[src/rtl/bk_multiword_seq_if.sv]
// rtl/bk_multiword_seq_if.sv - operand/result handshake bundle for bk_multiword_seq
// The in_sub signal exists only when BKSEQ_SUB_EN is defined.
interface bk_multiword_seq_if #(
    parameter int BITS  = 64,
    parameter int WORDS = 4
);
    logic                   in_valid;
    logic                   in_ready;
    logic [WORDS*BITS-1:0]  in_a;
    logic [WORDS*BITS-1:0]  in_b;
    logic                   in_cin;
`ifdef BKSEQ_SUB_EN
    logic                   in_sub;
`endif
    logic                   out_valid;
    logic                   out_ready;
    logic [WORDS*BITS-1:0]  out_sum;
    logic                   out_cout;
    logic                   out_ovf;

`ifdef BKSEQ_SUB_EN
    modport master (output in_valid, in_a, in_b, in_cin, in_sub, out_ready,
                    input  in_ready, out_valid, out_sum, out_cout, out_ovf);
    modport slave  (input  in_valid, in_a, in_b, in_cin, in_sub, out_ready,
                    output in_ready, out_valid, out_sum, out_cout, out_ovf);
`else
    modport master (output in_valid, in_a, in_b, in_cin, out_ready,
                    input  in_ready, out_valid, out_sum, out_cout, out_ovf);
    modport slave  (input  in_valid, in_a, in_b, in_cin, out_ready,
                    output in_ready, out_valid, out_sum, out_cout, out_ovf);
`endif
endinterface

[src/rtl/bk_multiword_seq.sv]
// rtl/bk_multiword_seq.sv - multi-word add sequencer around one Brent_Kung adder
// Optional subtract mode is enabled by defining BKSEQ_SUB_EN.
module Brent_Kung #(
    parameter int bits = 64
) (
    input  logic [bits-1:0] a,
    input  logic [bits-1:0] b,
    input  logic            cin,
    output logic [bits-1:0] sum,
    output logic            cout
);
    logic [bits-1:0] p_bit;
    logic [bits-1:0] gg;
    logic [bits-1:0] pp;

    // Carry-in is folded into bit 0 so gg[i] becomes the carry out of bit i.
    always_comb begin
        p_bit = a ^ b;
        gg    = a & b;
        pp    = p_bit;
        gg[0] = gg[0] | (pp[0] & cin);
        for (int d = 1; d < bits; d = d * 2) begin
            for (int i = 2 * d - 1; i < bits; i = i + 2 * d) begin
                gg[i] = gg[i] | (pp[i] & gg[i-d]);
                pp[i] = pp[i] & pp[i-d];
            end
        end
        for (int d = bits / 4; d >= 1; d = d / 2) begin
            for (int i = 3 * d - 1; i < bits; i = i + 2 * d) begin
                gg[i] = gg[i] | (pp[i] & gg[i-d]);
                pp[i] = pp[i] & pp[i-d];
            end
        end
        sum[0] = p_bit[0] ^ cin;
        for (int i = 1; i < bits; i++) begin
            sum[i] = p_bit[i] ^ gg[i-1];
        end
        cout = gg[bits-1];
    end
endmodule

module bk_multiword_seq #(
    parameter int BITS  = 64,
    parameter int WORDS = 4
) (
    input  logic              clk,
    input  logic              rst_n,
    bk_multiword_seq_if.slave bus
);
    localparam int              IDXW     = (WORDS > 1) ? $clog2(WORDS) : 1;
    localparam logic [IDXW-1:0] LAST_IDX = IDXW'(WORDS - 1);

    typedef enum logic [1:0] {IDLE, RUN, DONE} state_t;

    state_t                 state_q, state_d;
    logic [WORDS*BITS-1:0]  a_q, a_d, b_q, b_d, sum_q, sum_d;
    logic [IDXW-1:0]        idx_q, idx_d;
    logic                   carry_q, carry_d, cout_q, cout_d, ovf_q, ovf_d;
    logic                   sub_q, sub_in;
    logic [BITS-1:0]        a_word, b_word, add_sum;
    logic                   add_cout;

`ifdef BKSEQ_SUB_EN
    assign sub_in = bus.in_sub;
    always_ff @(posedge clk or negedge rst_n) begin
        if (!rst_n) begin
            sub_q <= 1'b0;
        end else if (state_q == IDLE && bus.in_valid) begin
            sub_q <= bus.in_sub;
        end
    end
`else
    assign sub_in = 1'b0;
    assign sub_q  = 1'b0;
`endif

    // The carry register is the only path between successive words.
    assign a_word = a_q[int'(idx_q)*BITS +: BITS];
    assign b_word = sub_q ? ~b_q[int'(idx_q)*BITS +: BITS] : b_q[int'(idx_q)*BITS +: BITS];

    Brent_Kung #(.bits(BITS)) u_adder (
        .a    (a_word),
        .b    (b_word),
        .cin  (carry_q),
        .sum  (add_sum),
        .cout (add_cout)
    );

    always_ff @(posedge clk or negedge rst_n) begin
        if (!rst_n) begin
            state_q <= IDLE;
        end else begin
            state_q <= state_d;
        end
    end

    always_comb begin
        state_d = state_q;
        case (state_q)
            IDLE:    if (bus.in_valid)      state_d = RUN;
            RUN:     if (idx_q == LAST_IDX) state_d = DONE;
            DONE:    if (bus.out_ready)     state_d = IDLE;
            default:                        state_d = IDLE;
        endcase
    end

    always_comb begin
        bus.in_ready  = (state_q == IDLE);
        bus.out_valid = (state_q == DONE);
    end

    always_comb begin
        a_d     = a_q;
        b_d     = b_q;
        sum_d   = sum_q;
        idx_d   = idx_q;
        carry_d = carry_q;
        cout_d  = cout_q;
        ovf_d   = ovf_q;
        if (state_q == IDLE && bus.in_valid) begin
            a_d     = bus.in_a;
            b_d     = bus.in_b;
            carry_d = sub_in ? 1'b1 : bus.in_cin;
            idx_d   = '0;
            sum_d   = '0;
        end else if (state_q == RUN) begin
            sum_d[int'(idx_q)*BITS +: BITS] = add_sum;
            carry_d = add_cout;
            if (idx_q == LAST_IDX) begin
                cout_d = add_cout;
                ovf_d  = (a_word[BITS-1] == b_word[BITS-1]) &&
                         (add_sum[BITS-1] != a_word[BITS-1]);
            end else begin
                idx_d = idx_q + 1'b1;
            end
        end
    end

    always_ff @(posedge clk or negedge rst_n) begin
        if (!rst_n) begin
            a_q     <= '0;
            b_q     <= '0;
            sum_q   <= '0;
            idx_q   <= '0;
            carry_q <= 1'b0;
            cout_q  <= 1'b0;
            ovf_q   <= 1'b0;
        end else begin
            a_q     <= a_d;
            b_q     <= b_d;
            sum_q   <= sum_d;
            idx_q   <= idx_d;
            carry_q <= carry_d;
            cout_q  <= cout_d;
            ovf_q   <= ovf_d;
        end
    end

    assign bus.out_sum  = sum_q;
    assign bus.out_cout = cout_q;
    assign bus.out_ovf  = ovf_q;
endmodule

[src/flat_wrapper.sv]
// flat-port wrapper written by rule: the top's interface ports become plain ports
module bk_multiword_seq_flat 
#(
    parameter int BITS  = 64,
    parameter int WORDS = 4
)
  (clk, rst_n, bus_in_valid, bus_in_a, bus_in_b, bus_in_cin, bus_out_ready, bus_in_ready, bus_out_valid, bus_out_sum, bus_out_cout, bus_out_ovf);
  bk_multiword_seq_if #(.BITS(BITS), .WORDS(WORDS)) bus_i ();
  input  logic clk;
  input  logic rst_n;
  input wire logic [$bits(bus_i.in_valid)-1:0] bus_in_valid;
  input wire logic [$bits(bus_i.in_a)-1:0] bus_in_a;
  input wire logic [$bits(bus_i.in_b)-1:0] bus_in_b;
  input wire logic [$bits(bus_i.in_cin)-1:0] bus_in_cin;
  input wire logic [$bits(bus_i.out_ready)-1:0] bus_out_ready;
  output wire logic [$bits(bus_i.in_ready)-1:0] bus_in_ready;
  output wire logic [$bits(bus_i.out_valid)-1:0] bus_out_valid;
  output wire logic [$bits(bus_i.out_sum)-1:0] bus_out_sum;
  output wire logic [$bits(bus_i.out_cout)-1:0] bus_out_cout;
  output wire logic [$bits(bus_i.out_ovf)-1:0] bus_out_ovf;
  assign bus_i.in_valid = bus_in_valid;
  assign bus_i.in_a = bus_in_a;
  assign bus_i.in_b = bus_in_b;
  assign bus_i.in_cin = bus_in_cin;
  assign bus_i.out_ready = bus_out_ready;
  assign bus_in_ready = bus_i.in_ready;
  assign bus_out_valid = bus_i.out_valid;
  assign bus_out_sum = bus_i.out_sum;
  assign bus_out_cout = bus_i.out_cout;
  assign bus_out_ovf = bus_i.out_ovf;
  bk_multiword_seq #(.BITS(BITS), .WORDS(WORDS)) u_core (.clk(clk), .rst_n(rst_n), .bus(bus_i));
endmodule
[config.mk]
export PLATFORM = sky130hd
export DESIGN_NAME = bk_multiword_seq_flat
export DESIGN_NICKNAME = d
export VERILOG_FILES = /design/src/rtl/bk_multiword_seq_if.sv /design/src/rtl/bk_multiword_seq.sv /design/src/flat_wrapper.sv
export SDC_FILE = /design/constraint.sdc
export NUM_CORES = 2
export LEC_CHECK = 0
export ABC_CLOCK_PERIOD_IN_PS = 5900
export CAP_MARGIN = 20
export CORE_AREA = 10 10 294 296
export CTS_CLUSTER_DIAMETER = 150
export DETAILED_ROUTE_END_ITERATION = 6
export DIE_AREA = 0 0 304 306
export GPL_ROUTABILITY_DRIVEN = 0
export GPL_TIMING_DRIVEN = 0
export PLACE_DENSITY = 0.69
export SLEW_MARGIN = 30
export SYNTH_ARGS = -nofsm -noshare
export SYNTH_HDL_FRONTEND = slang
export SYNTH_SLANG_ARGS = --single-unit
[constraint.sdc]
create_clock -name clk -period 5.9 [get_ports clk]
set_clock_uncertainty 0.1 [all_clocks]
set_input_delay 0.885 -clock clk [delete_from_list [all_inputs] [get_ports clk]]
set_output_delay 0.885 -clock clk [all_outputs]
set_load 0.01 [all_outputs]
==> flow_summary.ini <==
[clock_network]
root_buffer = clkbuf_16
cts_made_buffers = 84
htreeDepth = 3
cts_hold_buffers = 0
cts_sinks = 775
cts_tree = built
clockBufferDepth = 3
clock_latency_ps = 640
clk_pin_slew_ps = 60

[place]
post-place-ws_ps = -1480
io_buffers = 776
dpl.hpwl_um = 112000

[sta]
timing.fmax_mhz = 175
finalMaxSlewViolations = 0
post-route-period-util_pct = 96.9
finalSetupViolCount = 0
worst_slew_pin_slew_ps = 1100
slew_headroom_pct = 27.0
period_needed_ps = 5720
fin_ws_ps = 185
fin_hold_ws_ps = 37.8
hold_viol_final = 0

[die]
die_area_mm2 = 0.0930
core_mm2 = 0.0803
start_util_pct = 42.4
num_rows = 104
pin_count = 777
die_h_um = 306
die_w_um = 304

[drt]
drc_errors = 0
ant_nets = 0
initialDrtViolationCount = 2397
wl_per_cell_um = 26.9
routed_wl_um = 146000
firstDrtPassIters = 6
via_per_inst = 5.42
vias = 29310

[grt]
grt_pass1_wl_um = 209000
gr-total-overflow = 0
grt_pass1_vias = 30425
antenna_found_initial = 59
grt_usage_pct = 30.4
grt_max_degree = 128

[synthesis]
synth_seq_cells = 775
synth_ff_type = dfrtp_1
seq_area_frac_synth_pct = 56.9
syn_area_per_cell_um2 = 10.1
yosysWarningCount = 0
synth_area_mm2 = 0.0341
postSynthCellCount = 3370
syn-num-nets = 3986
synth_edf_count = 0
ys_async_sr_fraction_pct = 100
synth_cell_types = 52

[run]
maxCapViolCount = 0

[run_status]
status = finished clean

[critical_path]
path_class = flop to flop
cp-start-kind = flop
cp.required_ps = 6260
cp.arrival_ps = 6080
cp-end-kind = flop
crit_fanout = 10

[pwr]
irDropWorstVdd_v = 0.000406
cellLeakagePower_nw = 22.3
power_w = 0.0303
powerDensity_mw_per_mm2 = 650

[worst_hold_path]
hold_class = primary input to asynchronous set/reset pin

[cells_and_area]
layout.nets = 4864
syn_to_final_growth_pct = 36.9
fin_util_pct = 58.1
drive_above_1_share_pct = 7.98
mostFrequentLayoutCells = nand2_1, clkdlybuf4s50_1, dfrtp_1, clkbuf_1, o21ai_0
final_common_cell = nand2_1
[cells by family (layout without fill, tap and decap cells)]
kind of cell               count (synthesis)  after routing  synth area share, %
buffers and inverters                    237           1179                 2.62
and+or+nand+nor                         1739           1739                 19.5
xor gates and xnor gates                  33             33                0.848
adders and majority gates                 99             99                 4.36
AOI/OAI and AO/OA                        359            359                 7.31
other                                      0             39                    0
DFF                                      775            775                 56.9
muxes                                    128            128                 8.46
[path summary, 6_finish.rpt]
check                           depth (start not counted)                             endpoint                        start  slack (ps)
worst max-delay path                                   18  u_core.bus.out_sum[101]$_DFFE_PN0P_  u_core.idx_q[1]$_DFFE_PN0P_         180
worst min-delay path                                    1          u_core.a_q[209]$_DFFE_PN0P_                        rst_n          40
worst max register to register                         18  u_core.bus.out_sum[101]$_DFFE_PN0P_  u_core.idx_q[1]$_DFFE_PN0P_         180
worst min register to register                          2          u_core.a_q[235]$_DFFE_PN0P_  u_core.a_q[235]$_DFFE_PN0P_         370
max in group asynchronous                               4           u_core.a_q[54]$_DFFE_PN0P_                        rst_n        3580
min in group clk                                        2          u_core.a_q[235]$_DFFE_PN0P_  u_core.a_q[235]$_DFFE_PN0P_         370
[stage by stage]
| step | area, µm² | instances | setup TNS (ps) |
|---|---|---|---|
| final | 46600 | 5411 | 0 |
| after global routing | 46600 | 5407 | -58.0 |
| after CTS | 46500 | 5367 | 0 |
| after detailed placement | 43500 | 5218 | -123530 |
| after global placement | 43200 | 5206 | - |
| after floorplan | 34100 | 3370 | 0 |
[cells in the mapped netlist (2+ instances only)]
master	n	area share (%)
a21oi_1	29	0.43
nand3_1	3	0.044
a21oi_2	3	0.077
fa_1	33	1.9
nor2_1	16	0.18
a21o_2	2	0.051
nor2b_1	3	0.055
a221oi_1	2	0.051
a22o_1	128	3.3
buf_2	2	0.029
nand2_1	1681	19
and4_1	3	0.077
nand4_1	12	0.22
o21bai_1	5	0.11
dfrtp_1	775	57
nor3_1	5	0.073
o21ai_1	3	0.044
nand2b_1	4	0.073
inv_1	44	0.48
or2_2	2	0.037
xnor2_1	33	0.85
buf_1	25	0.28
a21o_1	29	0.64
o211ai_2	2	0.073
clkbuf_1	166	1.8
ha_1	66	2.4
o21ai_0	138	2.0
o21a_1	2	0.044
a31oi_1	2	0.037
mux4_2	128	8.5
and2_1	3	0.055
[state kept, by name (all words and copies together), names as in the netlist]
register	flops
u_core.a_q	256
u_core.bus.out_sum	256
u_core.bus.out_cout	1
u_core.b_q	256
u_core.state_q	2
u_core.idx_q	2
u_core.carry_q	1
u_core.bus.out_ovf	1
[metal layers]
layer / GRT usage, % / wire (µm) / share of wire, %
met5: 0 / 190 / 0.13
met4: 16.7 / 8420 / 5.8
met3: 8.98 / 13400 / 9.2
met2: 49.6 / 69600 / 48
met1: 35.8 / 54200 / 37
[power breakdown]
| group | internal (W) | leakage, nW | switching (W) |
|---|---|---|---|
| Clock | 0.00322 | 1.41 | 0.00226 |
| Sequential | 0.00744 | 9.98 | 0.00121 |
| Combinational | 0.00605 | 10.9 | 0.0101 |
| Total | 0.0167 | 22.3 | 0.0136 |
[critical path, stage by stage, from the launching register on]
cell and delay (ps):
dfrtp_1 490, clkbuf_4 400, buf_4 350, mux4_2 370, fa_1 420, inv_1 90
fa_1 240, nor2b_1 90, o2111ai_2 290, a21oi_2 210, o31ai_4 200, buf_4 200
o21ai_2 110, a21o_1 190, a21o_1 210, a221o_1 380, fa_1 440, xnor2_1 580
o21ai_0 190
[timing repair]
action,CTS,global route
setup endpoints to repair,170,66
resized for setup,24,11
gates cloned,0,0
pin swaps,0,3
buffers inserted,0,3
[cell type report]
class                           instances  area, µm²
Tap cell                             1060       1330
Sequential cell                       775      19400
Antenna cell                           39       97.6
Timing Repair Buffer                  793       8090
Buffer                                192        803
Clock inverter                         31        357
Inverter                               44        165
Clock buffer                          119       2510
Multi-Input combinational cell       2358      13900
Fill cell                            7003      33600
No activity file was read; power rests on OpenSTA's default activity.
